<file path="src/rtl/dtree_seq_engine.sv">
// -----------------------------------------------------------------------------
// dtree_seq_engine
//
// Serialised decision-tree classifier. A feature vector is captured on
// acceptance, then the engine walks a run-time programmable node table one
// node per clock using a single truncated-precision comparator, and presents
// the class label (or an abort flag) on a valid/ready output.
//
// Node word layout, MSB -> LSB:
//   leaf | feat_idx[FI_W] | shift[SH_W] | thr[FEAT_W] | left[PTR_W] | right[PTR_W]
// A leaf returns thr[CLASS_W-1:0]. A non-leaf compares
// (feat[feat_idx] >> shift) <= thr (unsigned) and follows left on true,
// right on false.
//
// Ports:
//   clk, rst_n          clock, asynchronous active-low reset
//   cfg_we/addr/data    node-table write port (honoured only while idle)
//   in_valid/in_ready   feature-vector handshake
//   in_feat             N_FEAT packed features, feature i at [i*FEAT_W +: FEAT_W]
//   out_valid/out_ready result handshake
//   out_class           predicted class label
//   out_err             walk aborted (depth overrun or bad feature index)
//
// Handshake rule (both sides): a transfer happens on a rising edge where
// valid && ready are both high. The producer holds valid and its payload
// stable until that edge; ready may be driven independently of valid.
// -----------------------------------------------------------------------------
module dtree_seq_engine #(
  parameter int N_FEAT    = 45,
  parameter int FEAT_W    = 8,
  parameter int N_NODES   = 64,
  parameter int DEPTH_MAX = 16,
  parameter int CLASS_W   = 5,
  // Derived widths: not intended to be overridden.
  localparam int FI_W   = (N_FEAT  > 1) ? $clog2(N_FEAT)  : 1,
  localparam int SH_W   = (FEAT_W  > 1) ? $clog2(FEAT_W)  : 1,
  localparam int PTR_W  = (N_NODES > 1) ? $clog2(N_NODES) : 1,
  localparam int NODE_W = 1 + FI_W + SH_W + FEAT_W + 2 * PTR_W
) (
  input  logic                     clk,
  input  logic                     rst_n,
  input  logic                     cfg_we,
  input  logic [PTR_W-1:0]         cfg_addr,
  input  logic [NODE_W-1:0]        cfg_data,
  input  logic                     in_valid,
  output logic                     in_ready,
  input  logic [N_FEAT*FEAT_W-1:0] in_feat,
  output logic                     out_valid,
  input  logic                     out_ready,
  output logic [CLASS_W-1:0]       out_class,
  output logic                     out_err
);

  localparam int DEP_W = (DEPTH_MAX > 1) ? $clog2(DEPTH_MAX) : 1;

  // Field offsets inside a node word.
  localparam int RIGHT_LSB = 0;
  localparam int LEFT_LSB  = PTR_W;
  localparam int THR_LSB   = 2 * PTR_W;
  localparam int SH_LSB    = THR_LSB + FEAT_W;
  localparam int FI_LSB    = SH_LSB + SH_W;
  localparam int LEAF_BIT  = FI_LSB + FI_W;

  typedef enum logic [1:0] {
    IDLE = 2'd0,
    WALK = 2'd1,
    DONE = 2'd2
  } state_t;

  // FSM state, kept as a named enum signal so checkers can bind to it.
  state_t state;

  logic [NODE_W-1:0]        node_tbl [N_NODES];
  logic [N_FEAT*FEAT_W-1:0] feat_q;
  logic [PTR_W-1:0]         ptr;
  logic [DEP_W-1:0]         depth;

  // ---------------------------------------------------------------------------
  // Node read and field decode
  // ---------------------------------------------------------------------------
  logic              ptr_ok;
  logic              addr_ok;
  logic [NODE_W-1:0] node_rd;
  logic              nd_leaf;
  logic [FI_W-1:0]   nd_fi;
  logic [SH_W-1:0]   nd_sh;
  logic [FEAT_W-1:0] nd_thr;
  logic [PTR_W-1:0]  nd_left;
  logic [PTR_W-1:0]  nd_right;

  // Pointers beyond the table (only possible for non-power-of-two N_NODES)
  // behave as an all-zero node.
  assign ptr_ok  = ({1'b0, ptr}      < (PTR_W+1)'(N_NODES));
  assign addr_ok = ({1'b0, cfg_addr} < (PTR_W+1)'(N_NODES));

  always_comb begin
    node_rd = '0;
    if (ptr_ok) begin
      node_rd = node_tbl[ptr];
    end
  end

  assign nd_leaf  = node_rd[LEAF_BIT];
  assign nd_fi    = node_rd[FI_LSB    +: FI_W];
  assign nd_sh    = node_rd[SH_LSB    +: SH_W];
  assign nd_thr   = node_rd[THR_LSB   +: FEAT_W];
  assign nd_left  = node_rd[LEFT_LSB  +: PTR_W];
  assign nd_right = node_rd[RIGHT_LSB +: PTR_W];

  // ---------------------------------------------------------------------------
  // Feature select and truncated compare
  // ---------------------------------------------------------------------------
  logic              fi_ok;
  logic [FEAT_W-1:0] feat_sel;
  logic [FEAT_W-1:0] feat_shr;
  logic              go_left;
  logic              depth_last;

  assign fi_ok = ({1'b0, nd_fi} < (FI_W+1)'(N_FEAT));

  // Explicit mux keeps the out-of-range index case well defined (selects 0).
  always_comb begin
    feat_sel = '0;
    for (int i = 0; i < N_FEAT; i++) begin
      if (nd_fi == FI_W'(i)) begin
        feat_sel = feat_q[i*FEAT_W +: FEAT_W];
      end
    end
  end

  // Right-shifting drops the low bits, so only the top FEAT_W-shift bits of
  // the feature take part in the compare.
  assign feat_shr   = feat_sel >> nd_sh;
  assign go_left    = (feat_shr <= nd_thr);
  assign depth_last = (depth == DEP_W'(DEPTH_MAX - 1));

  // ---------------------------------------------------------------------------
  // Node table: writes only while idle, so a walk always sees a stable tree.
  // A write on the acceptance edge lands before the first node read.
  // ---------------------------------------------------------------------------
  always_ff @(posedge clk or negedge rst_n) begin
    if (!rst_n) begin
      for (int i = 0; i < N_NODES; i++) begin
        node_tbl[i] <= '0;
      end
    end else if (cfg_we && (state == IDLE) && addr_ok) begin
      node_tbl[cfg_addr] <= cfg_data;
    end
  end

  // ---------------------------------------------------------------------------
  // Control FSM with registered handshake and result outputs
  // ---------------------------------------------------------------------------
  always_ff @(posedge clk or negedge rst_n) begin
    if (!rst_n) begin
      state     <= IDLE;
      in_ready  <= 1'b1;
      out_valid <= 1'b0;
      out_class <= '0;
      out_err   <= 1'b0;
      feat_q    <= '0;
      ptr       <= '0;
      depth     <= '0;
    end else begin
      case (state)
        IDLE: begin
          if (in_valid && in_ready) begin
            feat_q   <= in_feat;
            ptr      <= '0;
            depth    <= '0;
            in_ready <= 1'b0;
            state    <= WALK;
          end
        end

        WALK: begin
          if (nd_leaf) begin
            out_class <= nd_thr[CLASS_W-1:0];
            out_err   <= 1'b0;
            out_valid <= 1'b1;
            state     <= DONE;
          end else if (!fi_ok || depth_last) begin
            // Abort: bad feature index, or the walk would exceed DEPTH_MAX.
            out_class <= '0;
            out_err   <= 1'b1;
            out_valid <= 1'b1;
            state     <= DONE;
          end else begin
            ptr   <= go_left ? nd_left : nd_right;
            depth <= depth + 1'b1;
          end
        end

        DONE: begin
          if (out_ready) begin
            out_valid <= 1'b0;
            in_ready  <= 1'b1;
            state     <= IDLE;
          end
        end

        default: begin
          state     <= IDLE;
          in_ready  <= 1'b1;
          out_valid <= 1'b0;
        end
      endcase
    end
  end

endmodule

</file>
<file path="config.mk">
export PLATFORM = sky130hd
export DESIGN_NAME = dtree_seq_engine
export DESIGN_NICKNAME = d
export VERILOG_FILES = /design/src/rtl/dtree_seq_engine.sv
export SDC_FILE = /design/constraint.sdc
export NUM_CORES = 2
export LEC_CHECK = 0
export BUFFER_PORTS_ARGS = -buffer_cell sky130_fd_sc_hd__buf_2
export CAP_MARGIN = 20
export CORE_UTILIZATION = 55
export DETAILED_ROUTE_END_ITERATION = 12
export PLACE_DENSITY = 0.72
export SETUP_SLACK_MARGIN = 0.4
export SYNTH_ARGS = -nofsm -noshare
export SYNTH_HDL_FRONTEND = slang
export SYNTH_SLANG_ARGS = --single-unit
</file>
<file path="constraint.sdc">
create_clock -name clk -period 20.8 [get_ports clk]
set_clock_uncertainty 0.2 [all_clocks]
set_input_delay 1.04 -clock clk [delete_from_list [all_inputs] [get_ports clk]]
set_output_delay 1.04 -clock clk [all_outputs]
set_load 0.02 [all_outputs]
</file>
### Word level (Yosys, flattened, before mapping)

Cells that the tools add are included.

* add/sub/neg operators: 1
* shift-type cells: 1
* $lt $le $gt $ge: 5
* eq/ne operators: 52
* reductions and logical operators: 15
* multiplexer cells: 75
* bitwise operators: 4

Operators by type and width (count)
* $bwmux 1920: 1
* $mux 8: 45
* $bmux 30 s6: 1
* $demux 30 s6: 1
* $eq 6x5->1 const B: 16
* $mux 30: 3
* $eq 6x6->1 const B: 13
* $eq 6x4->1 const B: 8
* $eq 6x3->1 const B: 4
* $mux 6: 4
* $ge 7x7->1 const B: 2
* $not 6->7: 2
* $eq 6x2->1 const B: 2
* $mux 4: 3
* $pmux 6 s2: 1
* $mux 5: 2
* $reduce_and 3->1: 3
* $le 8x8->1: 1
* $mux 2: 4
* $pmux 4 s2: 1
* $shr 8x3->8: 1
* $lt 7x1->1 const B: 1
* $eq 6x1->1 const B: 1
* $logic_not 6->1: 1
* 19 further kinds: 32

* register bits after elaboration: 2300
* logic and storage cells: 225
* input bits: 401

### Depth between registers and ports, before layout

* depth in word-level cells: 56
* mapped depth: 33
* depth with buffers taken out: 26

### Least setup slack after synthesis

Ideal clock, no wire load.

* kind: reg-to-reg
* from: reg ptr[1]
* to: reg ptr[5]
* arrival: 6501 ps
* required time: 20452 ps
* slack: 13951 ps
* buffers on the path: 11
* clock period less this slack: 6849 ps
* stages on the path, launching flop included: 28
* cell sequence: dfrtp_1 buf_4 buf_8 buf_12 buf_8 buf_4 buf_4 clkbuf_1 clkbuf_1 clkbuf_1 clkbuf_1 clkbuf_1 mux4_2 mux4_2 mux4_2 inv_1 ha_1 nor2b_1 o21a_1 o21ai_0 nand2b_1 a21oi_1 o21ai_0 o21ai_1 mux4_2 and3_1 a21oi_1 o22ai_1

* longest elaborated chain between the ends: 56
* elaborated cells on any way between the ends: 106

Ends and longest elaborated chain
* start: declaration: line 75 `logic [PTR_W-1:0] ptr;`
* start signal: assignment: line 189 `ptr <= go_left ? nd_left : nd_right;`
* $not 6->7 (not written as such) *: line 99 `node_rd = node_tbl[ptr];`
* $bmux 30 s6 *: line 99
* $mux 30 (not written as such) * (2 in a row): line 99
* $logic_not 6->1: line 125 `if (nd_fi == FI_W'(i)) begin`
* $mux 8 (45 in a row): line 125
* $shr 8x3->8: line 133 `assign feat_shr = feat_sel >> nd_sh;`
* $le 8x8->1: line 134 `assign go_left = (feat_shr <= nd_thr);`
* $mux 6: line 189
* $mux 6: line 182 `end else if (!fi_ok || depth_last) begin`
* $mux 6: line 177 `if (nd_leaf) begin`
* $pmux 6 s2: line 165 `case (state)`

Every way passes the cells marked *; elsewhere a longest branch is shown, timed or not. The select of a mux whose other input is x is not followed.
A chain may end at the register's enable or synchronous reset.

### Worst setup path in the final report

* from: reg ptr[0]
* to: reg ptr[5]

The elaborated chain is that of the path after synthesis.

==> impl_metrics.toml <==
[status]
status = "finished, violations left"
violations = "hold timing"

[grt]
grt_overflow = 0
grt_start_max_net_pins = 209
antenna_found_initial = 38
grt_pass1_vias = 65600
grt_usage_pct = 34.2
grt_pass1_wl_um = 474000

[floorplanning]
die_height_um = 440
fp.dieW_um = 440
boundaryPins = 409
rows = 160
start_util_pct = 55.4
core_area_um2 = 190000
dieArea_um2 = 194000

[placed_design]
place_hpwl_um = 210000
portBuffers = 408
gp_congestion = 1.01

[worst_hold_path]
hp-class = "primary input to asynchronous set/reset pin"

[yosys]
syn-num-nets = 7197
postSynthAreaPerCell_um2 = 15.6
synth.area.top_cells = "dfrtp_1, mux2_2, mux4_2"
synth_top_cell_by_area = "dfrtp_1"
synth_edf_count = 0
netlist_area_um2 = 106000
synth_top_area_share_pct = 54.5
seq_area_frac_synth_pct = 54.5
synth_cells = 6787
synth_warnings = 0
yosys_most_used_dff = "dfrtp_1"
ys_types = 95
synthArstFlopShare_pct = 100
ys_ff_latch = 2300

[power]
clkPwrFrac_pct = 29.6
netSwitchingPower_uw = 4510
p_int_uw = 9730
swShare_pct = 31.7
ir_drop_mv = 0.156
leakage_uw = 0.0542
combPwrFrac_pct = 26.5
power_density_nw_per_um2 = 121
power_frac_seq_pct = 43.9

[worst_setup_path]
cpMaxStageDelayCell = "buf_4"
critPathCaptureType = "flop"
worst_ep_arrival_time_ns = 10.56
critPathRequiredTime_ns = 21.34
slowest_delay_ns = 0.85
worstPathBufferInverterCount = 4
critPathMaxFanout = 46
critPathTopFamily = "compound AO/OA/AOI/OAI gates"
critical_path_class = "flop to flop"
crit_path_frequent_cell = "buf_4"
critPathLaunchType = "flop"

[detailed_routing]
drtPass1Iterations = 6
wl_per_cell_um = 34.0
ant_nets = 0
first_iter_violations = 6501
routed_via_density = 6.64
wirelength_um = 329000
route.vias.total = 64200
drcViolationCount = 0

[clock_network]
post_cts.repair.setup_buffers = 0
root_buffer = "clkbuf_16"
cts.clk_slew.worst_paths_ns = 0.06
cts-resized-gates = 0
tritoncts = "yes"
htreeDepth = 4
cts.sinks = 2300
cts_hold_repair.buffers = 0
cts-buffers-inserted = 231
cts_buffer_depth = 3
worstSkewPairLatency_ns = 0.89

[sta]
final.period_utilization_pct = 48.2
whs_ns = -0.00258
finalSetupViolations = 0
setup_tns_ns = 0
fmax_ghz = 0.0998
hold_viol = 1
drv_slew = 0
period_minus_slack_ns = 10.02
tightest_slew_ns = 1.23
max_slew_margin_pct = 18.3
rsz0062_at_grt = "no"

[cells_and_area]
multi_input_area_um2 = 45400
syn_to_final_growth_pct = 11.4
fin_nets = 7348
regArea_um2 = 57600
nFillCells = 14000
drive_above_1_share_pct = 55.1

[run]
maxCapViolCount = 0
## registers in the layout (all words and copies together), names as in the netlist
signal	count
out_err	1
out_valid	1
ptr	6
node_tbl	1920
state	2
out_class	5
in_ready	1
depth	4
feat_q	360
## power groups by stage
| stage | combinational, uW | clock, uW | sequential (uW) |
|---|---|---|---|
| 5_1_grt | 4010 | 4450 | 6320 |
| 3_3_place_gp | 3660 | 0 | 6270 |
| 4_1_cts | 3750 | 4260 | 6230 |
| 6_report | 3770 | 4220 | 6260 |
| 3_5_place_dp | 3720 | 0 | 6300 |
| 2_1_floorplan | 2720 | 0 | 5850 |
## cell usage after synthesis (7+ instances only)
master / instances
clkbuf_1: 463
ha_1: 9
nand2_1: 171
mux2_2: 2273
a21oi_1: 61
a22oi_1: 48
o21ai_1: 10
mux2i_1: 38
inv_1: 37
o22ai_1: 25
or2_2: 7
buf_6: 17
nor2b_1: 12
nor3_2: 10
nor2_1: 95
buf_2: 52
o221ai_1: 13
nor4_2: 9
o211ai_1: 16
a221oi_1: 24
mux4_2: 606
o21ai_0: 66
a211oi_1: 14
buf_4: 11
and3_1: 8
nor3_1: 32
dfrtp_1: 2299
buf_1: 98
nor4_1: 13
a211o_1: 8
o31ai_1: 12
o21a_1: 7
a31oi_1: 9
a221o_1: 10
nand3_1: 30
a22o_1: 16
nand2b_1: 8
nand4_1: 14
## cell usage in the layout, fill, tap and decap left out, types with 12 or more instances in the layout
cell type	n
dfrtp_1	2294
mux2_2	2273
mux4_2	606
buf_2	407
clkbuf_16	232
buf_4	133
nand2_1	123
nor2_1	82
clkbuf_1	72
o21ai_0	66
a21oi_1	61
clkbuf_8	52
a22oi_1	48
nand2_2	44
clkinv_2	41
mux2i_1	37
inv_1	36
nor3_1	32
nand3_1	30
o22ai_1	25
a221oi_1	24
diode_2	22
buf_12	21
a22o_1	16
o211ai_1	16
a211oi_1	14
nand4_1	14
bufinv_16	14
o221ai_1	13
o31ai_1	12
nor4_2	12
nor2_4	12
## logic make-up (layout without fill, tap and decap cells)
family / after synthesis / in the layout / share of synthesized area (%)
compound gates: 414 / 414 / 2.81
xor+xnor: 2 / 2 / 0.0166
fa+ha+maj: 9 / 9 / 0.107
buf+inv: 688 / 1039 / 2.76
flops: 2300 / 2300 / 54.5
mux: 2920 / 2920 / 37.6
other cells: 0 / 22 / 0
simple gates: 454 / 454 / 2.17
## per-layer routing
layer	global-route usage [%]	share of wire (%)
met2	51.8	46
met5	0.174	0.036
met1	47.7	41
met4	15.0	4.7
met3	7.51	7.7
## stage by stage
stage / cells / instance area (um^2) / total power [uW] / utilization (%) / setup slack (ns)
floorplan: 6787 / 106000 / 8570 / - / 13.95
global route: 9659 / 118000 / 14800 / 61.8 / 10.21
detailed placement: 9199 / 109000 / 10000 / 57.5 / 10.80
finish: 9671 / 118000 / 14200 / 61.8 / 10.78
CTS: 9632 / 117000 / 14200 / 61.5 / 10.72
global placement: 9198 / 109000 / 9920 / 57.5 / 10.75
## path summary, 6_finish.rpt
path                                          start                    endpoint  cells after the start  slack [ns]
worst max-delay path             ptr[0]$_DFFE_PN0P_          ptr[5]$_DFFE_PN0P_                     29       10.78
worst min-delay path                          rst_n  node_tbl[1787]$_DFFE_PN0P_                      1      -0.003
max in group asynchronous                     rst_n     feat_q[223]$_DFFE_PN0P_                      5       16.57
min in group clk                       in_feat[143]     feat_q[143]$_DFFE_PN0P_                      3        0.16
worst min register to register  out_err$_DFFE_PN0P_         out_err$_DFFE_PN0P_                      1        0.29
worst max register to register   ptr[0]$_DFFE_PN0P_          ptr[5]$_DFFE_PN0P_                     29       10.78
## area by class of cell
type | count | share of cell area (%)
antenna | 22 | 0.0468
clock inverter | 77 | 0.770
sequential | 2300 | 49.0
timing repair buffer | 567 | 3.07
multi-input combinational | 3799 | 38.6
clock buffer | 356 | 5.78
tap | 2511 | 2.67
inverter | 39 | 0.127
No activity file was read; power rests on OpenSTA's default activity.
